`src/rtl/srf_write_arbiter.sv`:
```
// -----------------------------------------------------------------------------
// srf_write_arbiter
//
// Arbitrates several write requesters (0 = memory unit, 1 = VXM, 2 = ICU) onto
// the single stream-register-file write port. A winner owns the port for a
// whole burst of req_len beats. Each beat writes one tile. Bursts are never
// preempted. The arbiter always returns to IDLE for one cycle between bursts.
//
// Configuration macro:
//    SRF_ARB_FIXED_PRIO_EN  - when defined, arbitration is fixed priority
//                             (lowest index wins) and there is no pointer.
//                             When undefined, arbitration is round-robin.
//
// Ports:
//    clk               in   clock, all state on the rising edge
//    rst_n             in   asynchronous active-low reset
//    req               in   [NUM_REQ]  write request, held until done/abandon
//    req_stream        in   [NUM_REQ*NUM_STREAM_ID] target stream per requester
//    req_len           in   [NUM_REQ*LW] burst length (tiles) per requester
//    req_data          in   [NUM_REQ*MIN_VEC_LENGTH] current beat data
//    gnt               out  [NUM_REQ] one-hot owner, high every BURST cycle
//    srf_write_enable  out  SRF write strobe
//    srf_write_stream  out  [NUM_STREAM_ID] captured stream of the owner
//    srf_write_tile    out  [TW] beat counter
//    srf_write_data    out  [MIN_VEC_LENGTH] owner's req_data (combinational)
//    burst_done        out  [NUM_REQ] pulse on the owner's last beat
//    err_len           out  [NUM_REQ] pulse, cycle after an invalid-length pick
//    busy              out  high while in BURST
// -----------------------------------------------------------------------------
module srf_write_arbiter #(
   parameter int NUM_REQ             = 3,
   parameter int NUM_STREAM_ID       = 5,
   parameter int MIN_VEC_LENGTH      = 16,
   parameter int NUM_TILES_PER_SLICE = 20,
   localparam int LW = $clog2(NUM_TILES_PER_SLICE + 1),
   localparam int TW = $clog2(NUM_TILES_PER_SLICE)
) (
   input  logic                               clk,
   input  logic                               rst_n,
   input  logic [NUM_REQ-1:0]                 req,
   input  logic [NUM_REQ*NUM_STREAM_ID-1:0]   req_stream,
   input  logic [NUM_REQ*LW-1:0]              req_len,
   input  logic [NUM_REQ*MIN_VEC_LENGTH-1:0]  req_data,
   output logic [NUM_REQ-1:0]                 gnt,
   output logic                               srf_write_enable,
   output logic [NUM_STREAM_ID-1:0]           srf_write_stream,
   output logic [TW-1:0]                      srf_write_tile,
   output logic [MIN_VEC_LENGTH-1:0]          srf_write_data,
   output logic [NUM_REQ-1:0]                 burst_done,
   output logic [NUM_REQ-1:0]                 err_len,
   output logic                               busy
);

   localparam int IW = (NUM_REQ > 1) ? $clog2(NUM_REQ) : 1;

   typedef enum logic {
      IDLE  = 1'b0,
      BURST = 1'b1
   } state_t;

   state_t state, state_next;

   // Unpacked views of the flattened per-requester buses.
   logic [NUM_STREAM_ID-1:0]  stream_arr [NUM_REQ];
   logic [LW-1:0]             len_arr    [NUM_REQ];
   logic [MIN_VEC_LENGTH-1:0] data_arr   [NUM_REQ];

   for (genvar gi = 0; gi < NUM_REQ; gi++) begin : g_unpack
      assign stream_arr[gi] = req_stream[gi*NUM_STREAM_ID +: NUM_STREAM_ID];
      assign len_arr[gi]    = req_len[gi*LW +: LW];
      assign data_arr[gi]   = req_data[gi*MIN_VEC_LENGTH +: MIN_VEC_LENGTH];
   end

   // Captured burst context.
   logic [IW-1:0]            owner;
   logic [NUM_STREAM_ID-1:0] cap_stream;
   logic [LW-1:0]            cap_len;
   logic [TW-1:0]            beat;
   logic [NUM_REQ-1:0]       err_pulse;

   // ---------------------------------------------------------------------------
   // Winner selection: isolate the lowest set bit of a candidate vector.
   // ---------------------------------------------------------------------------
   logic               any_req;
   logic [NUM_REQ-1:0] sel_vec;
   logic [NUM_REQ-1:0] win_onehot;
   logic [IW-1:0]      win;

   assign any_req = |req;

`ifdef SRF_ARB_FIXED_PRIO_EN
   assign sel_vec = req;
`else
   logic [IW-1:0]      ptr;
   logic [NUM_REQ-1:0] ptr_mask;
   logic [NUM_REQ-1:0] req_hi;

   // Requests at or above the pointer take precedence; if none, wrap to the
   // lowest request overall.
   assign ptr_mask = ~((NUM_REQ'(1) << ptr) - NUM_REQ'(1));
   assign req_hi   = req & ptr_mask;
   assign sel_vec  = (req_hi != '0) ? req_hi : req;
`endif

   assign win_onehot = sel_vec & (~sel_vec + NUM_REQ'(1));

   // One-hot to index via a prefix OR chain.
   logic [IW-1:0] win_acc [NUM_REQ+1];
   assign win_acc[0] = '0;
   for (genvar gi = 0; gi < NUM_REQ; gi++) begin : g_encode
      assign win_acc[gi+1] = win_acc[gi] | (win_onehot[gi] ? IW'(gi) : '0);
   end
   assign win = win_acc[NUM_REQ];

   logic [LW-1:0] win_len;
   logic          win_len_ok;
   assign win_len    = len_arr[win];
   assign win_len_ok = (win_len != '0) && (win_len <= LW'(NUM_TILES_PER_SLICE));

   // ---------------------------------------------------------------------------
   // Burst progress
   // ---------------------------------------------------------------------------
   logic               owner_req;
   logic               last_beat;
   logic [NUM_REQ-1:0] owner_onehot;

   assign owner_req    = req[owner];
   assign last_beat    = (LW'(beat) == (cap_len - LW'(1)));
   assign owner_onehot = NUM_REQ'(1) << owner;

   // ---------------------------------------------------------------------------
   // FSM: state register
   // ---------------------------------------------------------------------------
   always_ff @(posedge clk or negedge rst_n) begin
      if (!rst_n) begin
         state <= IDLE;
      end else begin
         state <= state_next;
      end
   end

   // FSM: next state
   always_comb begin
      state_next = state;
      case (state)
         IDLE: begin
            if (any_req && win_len_ok) begin
               state_next = BURST;
            end
         end
         BURST: begin
            // Abandon (request dropped) or final beat both end the burst.
            if (!owner_req || last_beat) begin
               state_next = IDLE;
            end
         end
         default: state_next = IDLE;
      endcase
   end

   // FSM: outputs
   always_comb begin
      gnt              = '0;
      srf_write_enable = 1'b0;
      srf_write_stream = '0;
      srf_write_tile   = '0;
      srf_write_data   = '0;
      burst_done       = '0;
      busy             = 1'b0;
      if (state == BURST) begin
         busy = 1'b1;
         gnt  = owner_onehot;
         if (owner_req) begin
            srf_write_enable = 1'b1;
            srf_write_stream = cap_stream;
            srf_write_tile   = beat;
            srf_write_data   = data_arr[owner];
            if (last_beat) begin
               burst_done = owner_onehot;
            end
         end
      end
   end

   assign err_len = err_pulse;

   // ---------------------------------------------------------------------------
   // Capture registers, beat counter, error pulse
   // ---------------------------------------------------------------------------
   always_ff @(posedge clk or negedge rst_n) begin
      if (!rst_n) begin
         owner      <= '0;
         cap_stream <= '0;
         cap_len    <= '0;
         beat       <= '0;
         err_pulse  <= '0;
      end else begin
         err_pulse <= '0;
         if (state == IDLE) begin
            if (any_req) begin
               owner      <= win;
               cap_stream <= stream_arr[win];
               cap_len    <= win_len;
               beat       <= '0;
               if (!win_len_ok) begin
                  err_pulse <= win_onehot;
               end
            end
         end else if (owner_req && !last_beat) begin
            beat <= beat + TW'(1);
         end
      end
   end

`ifndef SRF_ARB_FIXED_PRIO_EN
   // The pointer moves past the winner on every pick, whether it is granted or
   // rejected for length, so an abandoned burst needs no extra advance.
   always_ff @(posedge clk or negedge rst_n) begin
      if (!rst_n) begin
         ptr <= '0;
      end else if (state == IDLE && any_req) begin
         ptr <= (win == IW'(NUM_REQ - 1)) ? '0 : win + IW'(1);
      end
   end
`endif

endmodule

```
`config.mk`:
```
export PLATFORM = sky130hd
export DESIGN_NAME = srf_write_arbiter
export DESIGN_NICKNAME = d
export VERILOG_FILES = /design/src/rtl/srf_write_arbiter.sv
export SDC_FILE = /design/constraint.sdc
export NUM_CORES = 1
export LEC_CHECK = 0
export ABC_AREA = 0
export CAP_MARGIN = 20
export CELL_PAD_IN_SITES_DETAIL_PLACEMENT = 1
export CELL_PAD_IN_SITES_GLOBAL_PLACEMENT = 1
export CORE_MARGIN = 8
export CORE_UTILIZATION = 23
export DETAILED_ROUTE_END_ITERATION = 8
export PLACE_DENSITY = 0.82
export RECOVER_POWER = 100
export SETUP_SLACK_MARGIN = 0.2
export SLEW_MARGIN = 20
export SYNTH_ARGS = -nofsm -noshare
export SYNTH_HDL_FRONTEND = slang
export SYNTH_SLANG_ARGS = --single-unit
```
`constraint.sdc`:
```
create_clock -name clk -period 2.3 [get_ports clk]
set_clock_uncertainty 0.15 [all_clocks]
set_input_delay 0.575 -clock clk [delete_from_list [all_inputs] [get_ports clk]]
set_output_delay 0.575 -clock clk [all_outputs]
set_load 0.05 [all_outputs]
```
* Word-level counts from Yosys, hierarchy flattened
Cells that the tools add are included.
** Cells by class
- Reductions and logical operators :: 13
- Muxes and demuxes :: 37
- Order comparisons :: 4
- Eq/ne operators :: 3
- Shift-type cells :: 2
- Add/subtract/negate cells :: 5
- Bitwise operators :: 8
** Operators with widths (number)
- $mux 16 :: 4
- $mux 5 :: 11
- $bmux 16 s2 :: 1
- $mux 3 :: 8
- $bmux 5 s2 :: 2
- $mux 1 :: 7
- $and 3x3->3 :: 2
- $ge 3x3->1 const B :: 2
- $not 2->3 :: 2
- $not 3->3 :: 2
- $shl 1x2->3 const A :: 2
- $add 5x1->5 const B :: 1
- $eq 5x5->1 :: 1
- $le 5x5->1 const B :: 1
- $reduce_bool 5->1 :: 1
- $sub 5x1->5 const B :: 1
- $logic_and 1x1->1 :: 4
- $mux 2 :: 2
- $reduce_and 2->1 :: 2
- $add 3x1->3 const B :: 1
- $lt 2x3->1 const B :: 1
- $reduce_bool 3->1 :: 1
- $reduce_or 3->1 :: 1
- $sub 3x2->3 const B :: 1
- 10 further kinds :: 11
** Word-level totals
- Register bits :: 23
- Input port bits :: 83
- Logic and storage cells :: 79

* Logic depth before layout (Yosys ltp)
Gate-level depths: netlist of run 1.
- Depth after elaboration :: 20
- Gate-level depth with buffers :: 8

* Worst setup path before layout of run 1
OpenSTA, ideal clock, no wires.
- Path kind :: reg-to-output
- Start :: register state
- End :: output port burst_done[2]
- Path slack :: -1119 ps
- Required time :: 1575 ps
- Path buffers :: 0
- Stages on the path, launching flop included :: 4
- Data arrival time :: 2694 ps
- Cell sequence :: dfrtp_1 > inv_1 > nor3b_1 > and3_1
** Between the ends
- Cells in the longest elaborated chain, start to end :: 1
** Ends and longest elaborated chain
- start, declared :: line 61 : state_t state, state_next;
- start signal, assigned :: line 138 : state <= state_next;
- $mux 3 :: line 170 : if (state == BURST) begin
- end, declared :: line 49 : output logic [NUM_REQ-1:0] burst_done,
No other way between the ends.

* Final worst setup path of run 1
- Start :: register cap_len[1]
- End :: output port burst_done[1]
** Between the ends
- Cells in the longest elaborated chain, start to end :: 5
** Ends and longest elaborated chain
- start, declared :: line 77 : logic [LW-1:0] cap_len;
- start signal, assigned :: line 203 : cap_len <= win_len;
- $sub 5x1->5 :: line 128 : assign last_beat = (LW'(beat) == (cap_len - LW'(1)));
- $eq 5x5->1 :: line 128
- $mux 3 :: line 178 : if (last_beat) begin
- $mux 3 :: line 173 : if (owner_req) begin
- $mux 3 :: line 170
No other way between the ends.

==> flow_summary.yaml, run 1 <==
outcome:
  status: "finished, violations left"
  violations: "negative setup slack"
global_route:
  grt_max_degree: 23
  grt_first_pass_wirelength_mm: 16.92
  overflow: 0
  grt_pass1_vias: 2997
  grt_antenna_before_repair: 1
  track_usage: 0.1861
route:
  wl_per_cell_um: 23.14
  dr.pass1.iters: 4
  vias: 2691
  drcViolationCount: 0
  drt_iter0_drc: 79
  routed_wl_mm: 12.33
  ant_nets: 0
  route.detailed.vias_per_inst: 5.049
yosys:
  synth_edf_count: 0
  netlist_area_mm2: 0.001914
  synth.distinct_cells: 39
  ys.flop_type: "dfrtp_1"
  synthCells: 249
  async_flop_share: 1.000
  ys_seq_elements: 22
  yosysSeqAreaShare: 0.2876
  syn_area_per_cell_um2: 7.688
  yosys_warnings: 0
  synth_fp_nets: 334
cts:
  clock_path_buffers: 2
  clock_latency_ps: 270
  cts_root_buffer: "clkbuf_8"
  htreeDepth: 1
  cts_tree: "yes"
  cts_buffers: 3
  cts-hold-fix-buffers: 0
  cts.reportedPaths.clkPinSlew_ps: 80
  cts.sinks: 22
sta:
  setup_viol: 39
  period_needed_ps: 2586
  fin_crit_sh: 1.124
  hold_viol: 0
  drv_slew: 0
  slew_headroom: 0.1672
  tightest_slew_ps: 1249
  holdWs_ps: 376.0
  fmax_ghz: 0.3867
  rsz0062_at_grt: "yes"
  setup_tns_ps: -8276
  setup_ws_ps: -286.1
critical_path:
  worstPathArrival_ps: 1860
  crit_type: "flop to primary output"
  max_stage_delay_ps: 400
  crit_chain: "inv_2 -> ha_4 -> xor2_2 -> nand3_2 -> nor3_4 -> and3_4 -> buf_12"
  setup.worst_path.end_class: "primary output"
  crit_fanout: 3
  crit_required_ps: 1570
  timing.critical_path.slowest_stage_cell: "dfrtp_1"
  startpoint_type: "flop"
floorplanning:
  die_w_um: 107.2
  coreArea_mm2: 0.008134
  start_util: 0.2353
  die-height_um: 107.2
  io_pins: 120
  core.rowCount: 33
  dieArea_mm2: 0.01150
finish:
  final_cell_mix: "76 x clkdlybuf4s50_1, 41 x buf_4, 37 x buf_12"
  nFillCells: 843
  areaGrowthSynthToFinish_pct: 153.2
  nNetsFinal: 513
  drive_above_1_share: 0.5059
  final_common_cell: "clkdlybuf4s50_1"
placed_design:
  place.gp.congestion: 0.8435
  numPortBuffers: 119
  place_hpwl_mm: 7.754
pwr:
  p_leak_nw: 1.964
  vdd_ir_drop_max_mv: 0.3659
  p_per_area_mw_per_mm2: 1158
min_path:
  hold_class: "flop to flop"
job:
  drv_cap: 0
==> through the flow <==
| step | area [µm²] | setup WS, ps | instances | power [mW] | utilization |
|---|---|---|---|---|---|
| global route | 4847 | -345.7 | 533 | 5.849 | 0.5959 |
| CTS | 4601 | -307.4 | 521 | 5.155 | 0.5656 |
| global placement | 4046 | -483.9 | 492 | 4.105 | 0.4975 |
| finish | 4847 | -286.1 | 533 | 5.614 | 0.5959 |
| detailed placement | 4046 | -559.5 | 492 | 4.246 | 0.4975 |
| floorplan | 2258 | -33.96 | 249 | 2.771 | - |
==> flip-flops by register name (all words and copies together) (netlist names) <==
| name | count |
|---|---|
| beat | 5 |
| state | 1 |
| err_len | 3 |
| ptr | 2 |
| owner | 1 |
| cap_stream | 5 |
| cap_len | 5 |
==> metal layers <==
metal / GRT usage / vias to the layer above / wire [µm]
li1: - / 1230 / -
met1: 0.2046 / 1362 / 4575
met2: 0.3650 / 80 / 7011
met3: 0.02160 / 19 / 413
met4: 0.04422 / 0 / 333
met5: 0 / - / 0
==> Yosys cell counts, types with 2 or more instances <==
cell type,instances,share of area
nand2_1,28,0.055
xnor2_1,4,0.018
clkbuf_1,11,0.022
a21oi_1,21,0.055
nand4_1,2,0.0065
nor3_1,10,0.026
o32ai_1,4,0.018
xor2_1,3,0.014
nor2_1,35,0.069
or2_2,2,0.0065
buf_1,2,0.0039
nor2b_1,3,0.0098
buf_2,5,0.013
o21ai_0,22,0.058
dfrtp_1,22,0.29
nor3b_1,2,0.0078
inv_1,10,0.020
mux2i_1,29,0.15
ha_1,2,0.013
and3_1,13,0.042
==> what timing repair did <==
action                                  in CTS  in global routing
endpoints found under the setup margin      54                 48
pin swaps                                   35                 21
buffers inserted                            23                 10
gates cloned                                 2                  1
resized for setup                           95                 51
==> cell families (layout without fill, tap and decap cells) <==
kind of cell    after synthesis  count (layout)  share of synthesized area
compound gates               58              58                     0.1954
xor+xnor                      8               8                    0.04379
fa+ha+maj                     2               2                    0.01307
buf+inv                      28             206                    0.05817
flops                        22              22                     0.2876
mux                          29              29                     0.1516
other cells                   0               1                          0
simple gates                102             102                     0.2503
==> power breakdown <==
part | internal (mW) | switching [mW] | total, mW
clock | 0.153 | 0.135 | 0.288
sequential | 0.545 | 0.216 | 0.761
combinational | 2.14 | 2.43 | 4.57
==> worst max-delay path: cells and delay by family (launching register included) <==
family | cells | cell delay (ps)
fa+ha+maj | 1 | 200
buf+inv | 2 | 210
simple gates | 3 | 610
flops | 1 | 400
xor+xnor | 1 | 170
==> worst paths after layout <==
| check | depth (start not counted) | slack (ps) | end | start |
|---|---|---|---|---|
| min | 2 | 380 | cap_len[4] | cap_len[4] |
| max reg2reg | 9 | -40 | err_len[0] | ptr[0] |
| max | 7 | -290 | burst_done[1] | cap_len[1] |
| min in group asynchronous | 2 | 950 | beat[2] | rst_n |
| max in group asynchronous | 2 | 220 | state | rst_n |
| min reg2reg | 2 | 380 | cap_len[4] | cap_len[4] |
==> cell type report <==
cell class              instances  area (µm²)  area share
flip-flops and latches         22       555.5      0.1146
well taps                     105       131.4     0.02710
clock buffers                   4       55.05     0.01136
multi-input cells             199        1854      0.3826
repair buffers                192        2201      0.4541
diodes                          1       2.502   0.0005163
inverters                      10       47.55    0.009809
Power figures use the tool's default switching activity.
==> run 2, diff against run 1 <==
- CAP_MARGIN: 20 -> 10
==> results of run 2 <==
Same layout as run 1: the final DEF is identical, and so are final timing and power.
==> run 3, diff against run 2 <==
- CORE_MARGIN: 8 -> 3
==> flow_summary.yaml, run 3 (synthesis gave the netlist of run 1 again) <==
finish:
  drive_above_1_share: 0.4822
  final_cell_mix: "77 x clkdlybuf4s50_1, 38 x buf_12, 38 x buf_4"
  final_common_cell: "clkdlybuf4s50_1"
  top_regs: "beat: 5 flops, cap_len: 5 flops, cap_stream: 5 flops"
  antenna_cells: 0
  nNetsFinal: 508
  areaGrowthSynthToFinish_pct: 149.2
floorplanning:
  dieArea_mm2: 0.009454
  die-height_um: 97.23
  coreArea_mm2: 0.007888
  core.rowCount: 32
  start_util: 0.2427
  die_w_um: 97.23
  io_pins: 120
critical_path:
  reg2reg_depth: 9
  r2r_setup_slack_ps: -150
  setup.worst_path.end_class: "primary output"
  crit_type: "flop to primary output"
  crit_fanout: 3
  cp-startpoint: "cap_len[1]"
  r2r_end: "state"
  worstPathArrival_ps: 1890
  crit_required_ps: 1570
  crit_end: "burst_done[1]"
  r2r-start: "ptr[1]"
  startpoint_type: "flop"
min_path:
  hold_class: "flop to flop"
cts:
  clock_path_buffers: 2
  cts_buffers: 3
  htreeDepth: 1
  clock_latency_ps: 260
  cts.sinks: 22
  cts_root_buffer: "clkbuf_8"
  cts.reportedPaths.clkPinSlew_ps: 80
  cts_tree: "yes"
pwr:
  clkPwrFrac: 0.043
  seqPwrFrac: 0.131
  p_leak_nw: 1.954
  p_per_area_mw_per_mm2: 1171
  p_sw_mw: 2.693
  internal_power_mw: 2.891
  vdd_ir_drop_max_mv: 0.5839
  combinationalPowerShare: 0.826
  sw_frac_of_total: 0.4823
route:
  routed_wl_mm: 10.89
  wl_per_cell_um: 20.81
  drcViolationCount: 0
  vias: 2605
  drt_iter0_drc: 60
  route.detailed.vias_per_inst: 4.981
  ant_nets: 0
  dr.pass1.iters: 4
sta:
  fmax_ghz: 0.3827
  period_needed_ps: 2613
  setup_viol: 34
  drv_slew: 0
  fin_crit_sh: 1.136
  setup_ws_ps: -312.8
  setup_tns_ps: -6816
  rsz0062_at_grt: "yes"
  tightest_slew_ps: 1190
  holdWs_ps: 351.3
  hold_viol: 0
  slew_headroom: 0.2066
outcome:
  status: "finished, violations left"
  violations: "negative setup slack"
global_route:
  grt_pass1_vias: 2824
  grt_first_pass_wirelength_mm: 16.28
  grt_antenna_before_repair: 0
  overflow: 0
  track_usage: 0.2157
  grt_max_degree: 28
placed_design:
  numPortBuffers: 119
  place.gp.congestion: 0.8565
  place_hpwl_mm: 7.401
job:
  drv_cap: 0
[run 3: changes by cell type in the layout (fill, tap and decap cells not counted), sizes merged]
cell           before  now
clkdlybuf4s50      76   77
dlymetal6s2s        1    0
diode               1    0
buf               103   97
[run 3: repair_timing]
item                                    4_1_cts  5_1_grt
gates resized for setup                      86       46
setup buffers                                19       10
endpoints found under the setup margin       54       47
hold buffers                                  0        0
cloned                                        2        0
pin swaps                                    26       16
[run 3: power by group through the flow]
stage	registers [mW]	logic [mW]	clock network, mW
floorplan	0.751	2.02	0
finish	0.731	4.61	0.240
detailed placement	0.725	3.51	0
global placement	0.711	3.40	0
CTS	0.708	4.20	0.244
global route	0.750	4.87	0.260
[run 3: metal layers]
metal | track usage | wire, µm | vias to the layer above
li1 | - | - | 1219
met1 | 0.2474 | 4190 | 1282
met2 | 0.4262 | 6079 | 88
met3 | 0.02010 | 379 | 16
met4 | 0.04899 | 236 | 0
met5 | 0 | 0 | -
[run 3: how the worst min path moves through the flow]
stage | endpoint | cells past startpoint | slack, ps | startpoint
final | cap_stream[2] | 2 | 350 | cap_stream[2]
after global routing | cap_stream[2] | 2 | 400 | cap_stream[2]
after CTS | cap_stream[2] | 2 | 350 | cap_stream[2]
after detailed placement | cap_stream[2] | 2 | 330 | cap_stream[2]
after global placement | cap_stream[0] | 2 | 310 | cap_stream[0]
after floorplan | beat[0] | 0 | 130 | rst_n
[run 3: worst max-delay path, cell delays in order, from the launching register on]
cell and delay [ps]:
dfrtp_1 390, inv_2 90, ha_4 140, nor3b_4 200
xnor2_2 110, nor3_4 310, and3_4 250, buf_12 130
[run 3: layout make-up]
class,instances,area [µm²]
inverters,10,47.55
fillers,843,3118
clock buffers,3,41.29
multi-input cells,199,1839
flip-flops and latches,22,556.8
repair buffers,187,2157
well taps,102,127.6
[run 3: per-stage QoR]
| stage | cell area (µm²) | total power, mW | util | instances | setup slack, ps |
|---|---|---|---|---|---|
| finish | 4770 | 5.583 | 0.6047 | 523 | -312.8 |
| floorplan | 2258 | 2.771 | - | 249 | -33.96 |
| CTS | 4592 | 5.155 | 0.5822 | 513 | -360.8 |
| global placement | 4055 | 4.114 | 0.5141 | 489 | -510.9 |
| detailed placement | 4055 | 4.234 | 0.5141 | 489 | -589.9 |
| global route | 4770 | 5.882 | 0.6047 | 523 | -359.1 |
